### src/rtl/adder_norm_seq.sv
// Sequential post-add normalizer: renormalizes the raw FP32 adder result and emits a packed IEEE-754 word.
// Define ADDER_NORM_LZC_EN for single-cycle leading-zero normalization; default is iterative 1-bit shifting.
module adder_norm_seq #(
  parameter int EXP_W  = 8,
  parameter int FRAC_W = 23
) (
  input  logic                    clk,
  input  logic                    rst_n,
  input  logic                    in_valid,
  output logic                    in_ready,
  input  logic                    in_sign,
  input  logic [EXP_W-1:0]        in_exp,
  input  logic [FRAC_W+1:0]       in_mant,
  output logic                    out_valid,
  input  logic                    out_ready,
  output logic [EXP_W+FRAC_W:0]   dataR,
  output logic                    ovf,
  output logic                    unf
);

  localparam int MW = FRAC_W + 2;
  localparam logic [EXP_W-1:0] EXP_MAX = '1;
  localparam logic [EXP_W-1:0] EXP_ONE = EXP_W'(1);

  typedef enum logic [1:0] {IDLE, NORM, DONE} state_e;

  state_e                 state_q, state_d;
  logic                   sign_q, sign_d;
  logic [EXP_W-1:0]       exp_q, exp_d;
  logic [MW-1:0]          mant_q, mant_d;
  logic [EXP_W+FRAC_W:0]  data_q, data_d;
  logic                   ovf_q, ovf_d;
  logic                   unf_q, unf_d;
  logic                   out_valid_q, out_valid_d;
  logic [EXP_W-1:0]       exp_inc;

`ifdef ADDER_NORM_LZC_EN
  logic [EXP_W-1:0]       lz;
  logic [FRAC_W-1:0]      frac_lz;

  // Leading zeros of {hidden, fraction}; the highest set bit wins because it is visited last.
  always_comb begin
    lz = EXP_W'(FRAC_W + 1);
    for (int i = 0; i <= FRAC_W; i++) begin
      if (mant_q[i]) lz = EXP_W'(FRAC_W - i);
    end
    frac_lz = FRAC_W'(mant_q << lz);
  end
`endif

  // NOTE: every variable gets its default before the case so no path can leave one unassigned (no latches).
  always_comb begin
    state_d     = state_q;
    sign_d      = sign_q;
    exp_d       = exp_q;
    mant_d      = mant_q;
    data_d      = data_q;
    ovf_d       = ovf_q;
    unf_d       = unf_q;
    out_valid_d = 1'b0;
    exp_inc     = exp_q + EXP_ONE;

    case (state_q)
      IDLE: begin
        if (in_valid) begin
          state_d = NORM;
          sign_d  = in_sign;
          exp_d   = in_exp;
          mant_d  = in_mant;
        end
      end
      NORM: begin
        state_d = DONE;
        ovf_d   = 1'b0;
        unf_d   = 1'b0;
        if (exp_q == EXP_MAX) begin
          data_d = {sign_q, EXP_MAX, mant_q[FRAC_W-1:0]};
        end else if (mant_q == '0) begin
          data_d = '0;
        end else if (mant_q[MW-1]) begin
          // Carry: right shift folded into the same cycle; the shifted-out bit is truncated.
          if (exp_inc == EXP_MAX) begin
            data_d = {sign_q, EXP_MAX, {FRAC_W{1'b0}}};
            ovf_d  = 1'b1;
          end else begin
            data_d = {sign_q, exp_inc, mant_q[FRAC_W:1]};
          end
        end else if (mant_q[MW-2]) begin
          data_d = {sign_q, exp_q, mant_q[FRAC_W-1:0]};
        end else begin
`ifdef ADDER_NORM_LZC_EN
          if (lz >= exp_q) begin
            data_d = '0;
            unf_d  = 1'b1;
          end else begin
            data_d = {sign_q, exp_q - lz, frac_lz};
          end
`else
          if (exp_q <= EXP_ONE) begin
            data_d = '0;
            unf_d  = 1'b1;
          end else begin
            state_d = NORM;
            mant_d  = mant_q << 1;
            exp_d   = exp_q - EXP_ONE;
          end
`endif
        end
      end
      DONE: begin
        // out_valid rises one cycle after entering DONE and stays up until the handshake.
        if (out_valid_q && out_ready) begin
          state_d = IDLE;
        end else begin
          out_valid_d = 1'b1;
        end
      end
      default: state_d = IDLE;
    endcase
  end

  // NOTE: sequential state uses non-blocking assignments so all registers update together at the edge.
  always_ff @(posedge clk) begin
    if (!rst_n) begin
      state_q     <= IDLE;
      sign_q      <= 1'b0;
      exp_q       <= '0;
      mant_q      <= '0;
      data_q      <= '0;
      ovf_q       <= 1'b0;
      unf_q       <= 1'b0;
      out_valid_q <= 1'b0;
    end else begin
      state_q     <= state_d;
      sign_q      <= sign_d;
      exp_q       <= exp_d;
      mant_q      <= mant_d;
      data_q      <= data_d;
      ovf_q       <= ovf_d;
      unf_q       <= unf_d;
      out_valid_q <= out_valid_d;
    end
  end

  assign in_ready  = (state_q == IDLE);
  assign out_valid = out_valid_q;
  assign dataR     = data_q;
  assign ovf       = ovf_q;
  assign unf       = unf_q;

endmodule

### config.mk
export PLATFORM = sky130hd
export DESIGN_NAME = adder_norm_seq
export DESIGN_NICKNAME = d
export VERILOG_FILES = /design/src/rtl/adder_norm_seq.sv
export SDC_FILE = /design/constraint.sdc
export NUM_CORES = 1
export LEC_CHECK = 0
export BUFFER_PORTS_ARGS = -buffer_cell sky130_fd_sc_hd__buf_2
export CAP_MARGIN = 25
export CORE_MARGIN = 4
export CORE_UTILIZATION = 45
export CTS_CLUSTER_DIAMETER = 60
export DETAILED_ROUTE_END_ITERATION = 8
export PLACE_DENSITY = 0.66
export SLEW_MARGIN = 20
export SYNTH_ARGS = -nofsm -noshare
export SYNTH_HDL_FRONTEND = slang
export SYNTH_SLANG_ARGS = --single-unit
### constraint.sdc
create_clock -name clk -period 2.4 [get_ports clk]
set_clock_uncertainty 0.05 [all_clocks]
set_input_delay 0.12 -clock clk [delete_from_list [all_inputs] [get_ports clk]]
set_output_delay 0.12 -clock clk [all_outputs]
set_load 0.03 [all_outputs]
==> run metrics <==
Setup violations, final=0; root buffer cell=clkbuf_8; drt wl/cell=17.6 um; crit path time final=2.27 ns; Max VDD drop=around 0.85 mV; worst reg2reg setup slack=around 0.13 ns; Worst Setup End Kind=register; Initial Util=45.9%; Synth top cells by count=nand2_1 (156), dfxtp_1 (71), o21ai_0 (54); Pwr Density=1550 mW/mm^2; # nets final=roughly 730; Int Power=between 4 and 5 mW; r2r startpoint=exp_q[1]; Mapped Area=roughly 0.0047 sq mm; final worst slack=between 0.1 and 0.15 ns; DIE WIDTH=110 um; HP Start=in_exp[0]; Gate Count Post-Synth=just over 600; vias per std cell=between 5 and 6; Layout fillers=~1000; CTS tree=yes; Worst Hold Path EP=exp_q[0]; Clk Latency, worst-skew pair=~0.36 ns; Leak=between 2 and 2.5 nW; Synth Area per Inst=approximately 7.6 sq um; fin crit share=approximately 95%; Post-Syn Nets=661; outcome=complete, no violations; Detail Placement HPWL=between 10000 and 15000 um; max_cap viols=0; Die ar.=0.0121 sq mm; top-area cell type share of the netlist area=between 30% and 40%; Post-synth top flop=dfxtp_1; CTS buffer count=9; gr ovfl total=0; most common cell in the netlist=nand2_1; routability cong.=between 0.8 and 0.9; Post-synth EDFFs=0; FF-to-FF path depth=7; TNS Setup=0 ns; clock network power share=approximately 11%; Max-Slew Margin vs Limit=between 50% and 60%; drc violations=0; FF+latch area=approximately 0.0014 sq mm; Clock Sinks=a little over 70; Core Region=about 0.010 sq mm; sequential share of the synthesized area=30.3%; register bit total from synthesis=between 70 and 80; I/O Pins=74; layout cells sized above 1=about a quarter; Least-Margin Pin Slew=a little over 0.7 ns; final WL=14600 um; Worst Path Max Fanout=11; DRT antenna net count=0; initial antenna violation count=0; Worst R2R End=dataR[2]; starting DRC count in detailed routing=393; largest net degree at the start of global routing=71; Clock transition at path regs=0.08 ns; sw power=about 4.3 mW; hold crit path type=in2reg; area leader, netlist=dfxtp_1; Achievable Freq=between 400 and 500 MHz; portion of total power attributed to combinational logic=a little over three fifths; hold path cells=3; Rows=37; Slew Limit Fails=0; ANT cells=0; htree depth=3; Die Ht=roughly 110 um; top cells by area, synth=dfxtp_1 (30%), nand2_1 (12%), a221oi_2 (5.8%); Sw Share=~50%; Final Hold Fails=0; vias in the first global route=4634; type of the worst setup path=reg2reg; multi-input combinational cell area=between 0.002 and 0.003 sq mm; clock buffer depth=2; critical path required time=2.58 ns; setup slack at placement=roughly 0.19 ns; Synth async-reset ratio=0%; Reg power frac=25.9%; Synth cell types=64; Vias=4939; RSZ-0062 raised after global routing=false; Startpoint Class=register; first-pass GRT wire length=23300 um; critical path arrival=between 2 and 2.5 ns; DRT Pass-1 Iters=5; Tot GR Track Use=between 20 and 25%; IO Port Bufs=73; Syn. warnings=0; Area growth, synth to finish=18.6%
==> power by group through the flow <==
stage               Combinational, mW  Clock (mW)  Sequential, mW
floorplan                        3.40           0            2.59
global placement                 5.27           0            2.21
detailed placement               5.32           0            2.24
CTS                              5.34       0.990            2.22
global route                     5.85        1.04            2.30
finish                           5.41       0.968            2.23
==> kinds of logic after synthesis <==
| family | share of synthesized area [%] |
|---|---|
| AO/OA/AOI/OAI | 33.0 |
| XOR/XNOR | 0.560 |
| AND/OR/NAND/NOR | 21.1 |
| buffers and inverters | 8.26 |
| adder cells (fa/ha/maj) | 1.07 |
| flip-flops | 30.3 |
| multiplexers | 5.76 |
==> worst max-delay path by stage <==
| stage | cells after the start | slack [ns] | endpoint | from |
|---|---|---|---|---|
| 2_1_floorplan | 8 | 0.29 | exp_q[2] | exp_q[0] |
| 3_3_place_gp | 7 | 0.22 | dataR[1] | exp_q[1] |
| 3_5_place_dp | 7 | 0.19 | dataR[2] | exp_q[1] |
| 4_1_cts | 7 | 0.14 | dataR[2] | exp_q[1] |
| 5_1_grt | 7 | 0.0008 | dataR[4] | exp_q[1] |
| 6_report | 7 | 0.13 | dataR[2] | exp_q[1] |
==> stage by stage <==
stage | cell area (sq um) | util (%) | hold slack [ns] | power [mW] | std cells
after floorplan | 4690 | - | 0.180 | 5.99 | 619
after global placement | 5330 | 52.1 | 0.275 | 7.48 | 812
after detailed placement | 5330 | 52.1 | 0.281 | 7.56 | 812
after CTS | 5560 | 54.3 | 0.0117 | 8.55 | 832
after global routing | 5560 | 54.4 | 0.0325 | 9.19 | 832
final | 5560 | 54.4 | 0.0276 | 8.60 | 832
==> cells in the final DEF, fill, tap and decap left out, types with 3 or more instances in the layout <==
| master | instances |
|---|---|
| nand2_1 | 156 |
| buf_2 | 73 |
| dfxtp_1 | 71 |
| o21ai_0 | 54 |
| buf_4 | 43 |
| a21oi_1 | 32 |
| mux2i_1 | 27 |
| inv_1 | 26 |
| o211ai_1 | 24 |
| a221o_1 | 22 |
| a221oi_2 | 18 |
| nor2_1 | 14 |
| nor3_1 | 13 |
| nand3_1 | 10 |
| clkbuf_8 | 10 |
| nor4_1 | 7 |
| a221oi_1 | 6 |
| a22o_1 | 5 |
| o221a_2 | 5 |
| o31ai_1 | 4 |
| ha_1 | 4 |
| dlygate4sd3_1 | 4 |
| or2_2 | 3 |
| nand4_1 | 3 |
| nand2b_1 | 3 |
| o32ai_1 | 3 |
| clkinv_2 | 3 |
==> worst max-delay path, stage by stage (launching register included) <==
cell	delay, ns
dfxtp_1	0.46
inv_1	0.10
ha_1	0.22
nor2_1	0.28
o31a_1	0.37
buf_4	0.26
a21oi_1	0.09
a221oi_1	0.31
==> metal layers <==
layer / vias to the layer above / GRT usage, % / part of all wire (%)
li1: 2396 / - / -
met3: 29 / 3.84 / 7.0
met5: - / 0 / 0
met1: 2327 / 32.2 / 44
met4: 0 / 9.23 / 2.4
met2: 187 / 40.3 / 47
==> final cells by class <==
| class | count | area share, % |
|---|---|---|
| multi-input combinational | 460 | 52.3 |
| timing repair buffer | 122 | 13.8 |
| clock inverter | 4 | 0.810 |
| sequential | 71 | 25.5 |
| inverter | 27 | 1.82 |
| clock buffer | 12 | 2.61 |
| tap | 136 | 3.06 |
==> registers in the layout (all words and copies together) (netlist names) <==
name / flops
exp_q: 8
unf: 1
mant_q: 25
ovf: 1
out_valid: 1
dataR: 32
state_q: 2
sign_q: 1
==> timing repair <==
action / CTS / global route
gates resized for setup: 0 / 2
setup endpoints to repair: 0 / 3
hold endpoints to repair: 4 / 0
hold buffers: 4 / 0
setup buffers: 0 / 0
(Power assumes the default switching activity.)
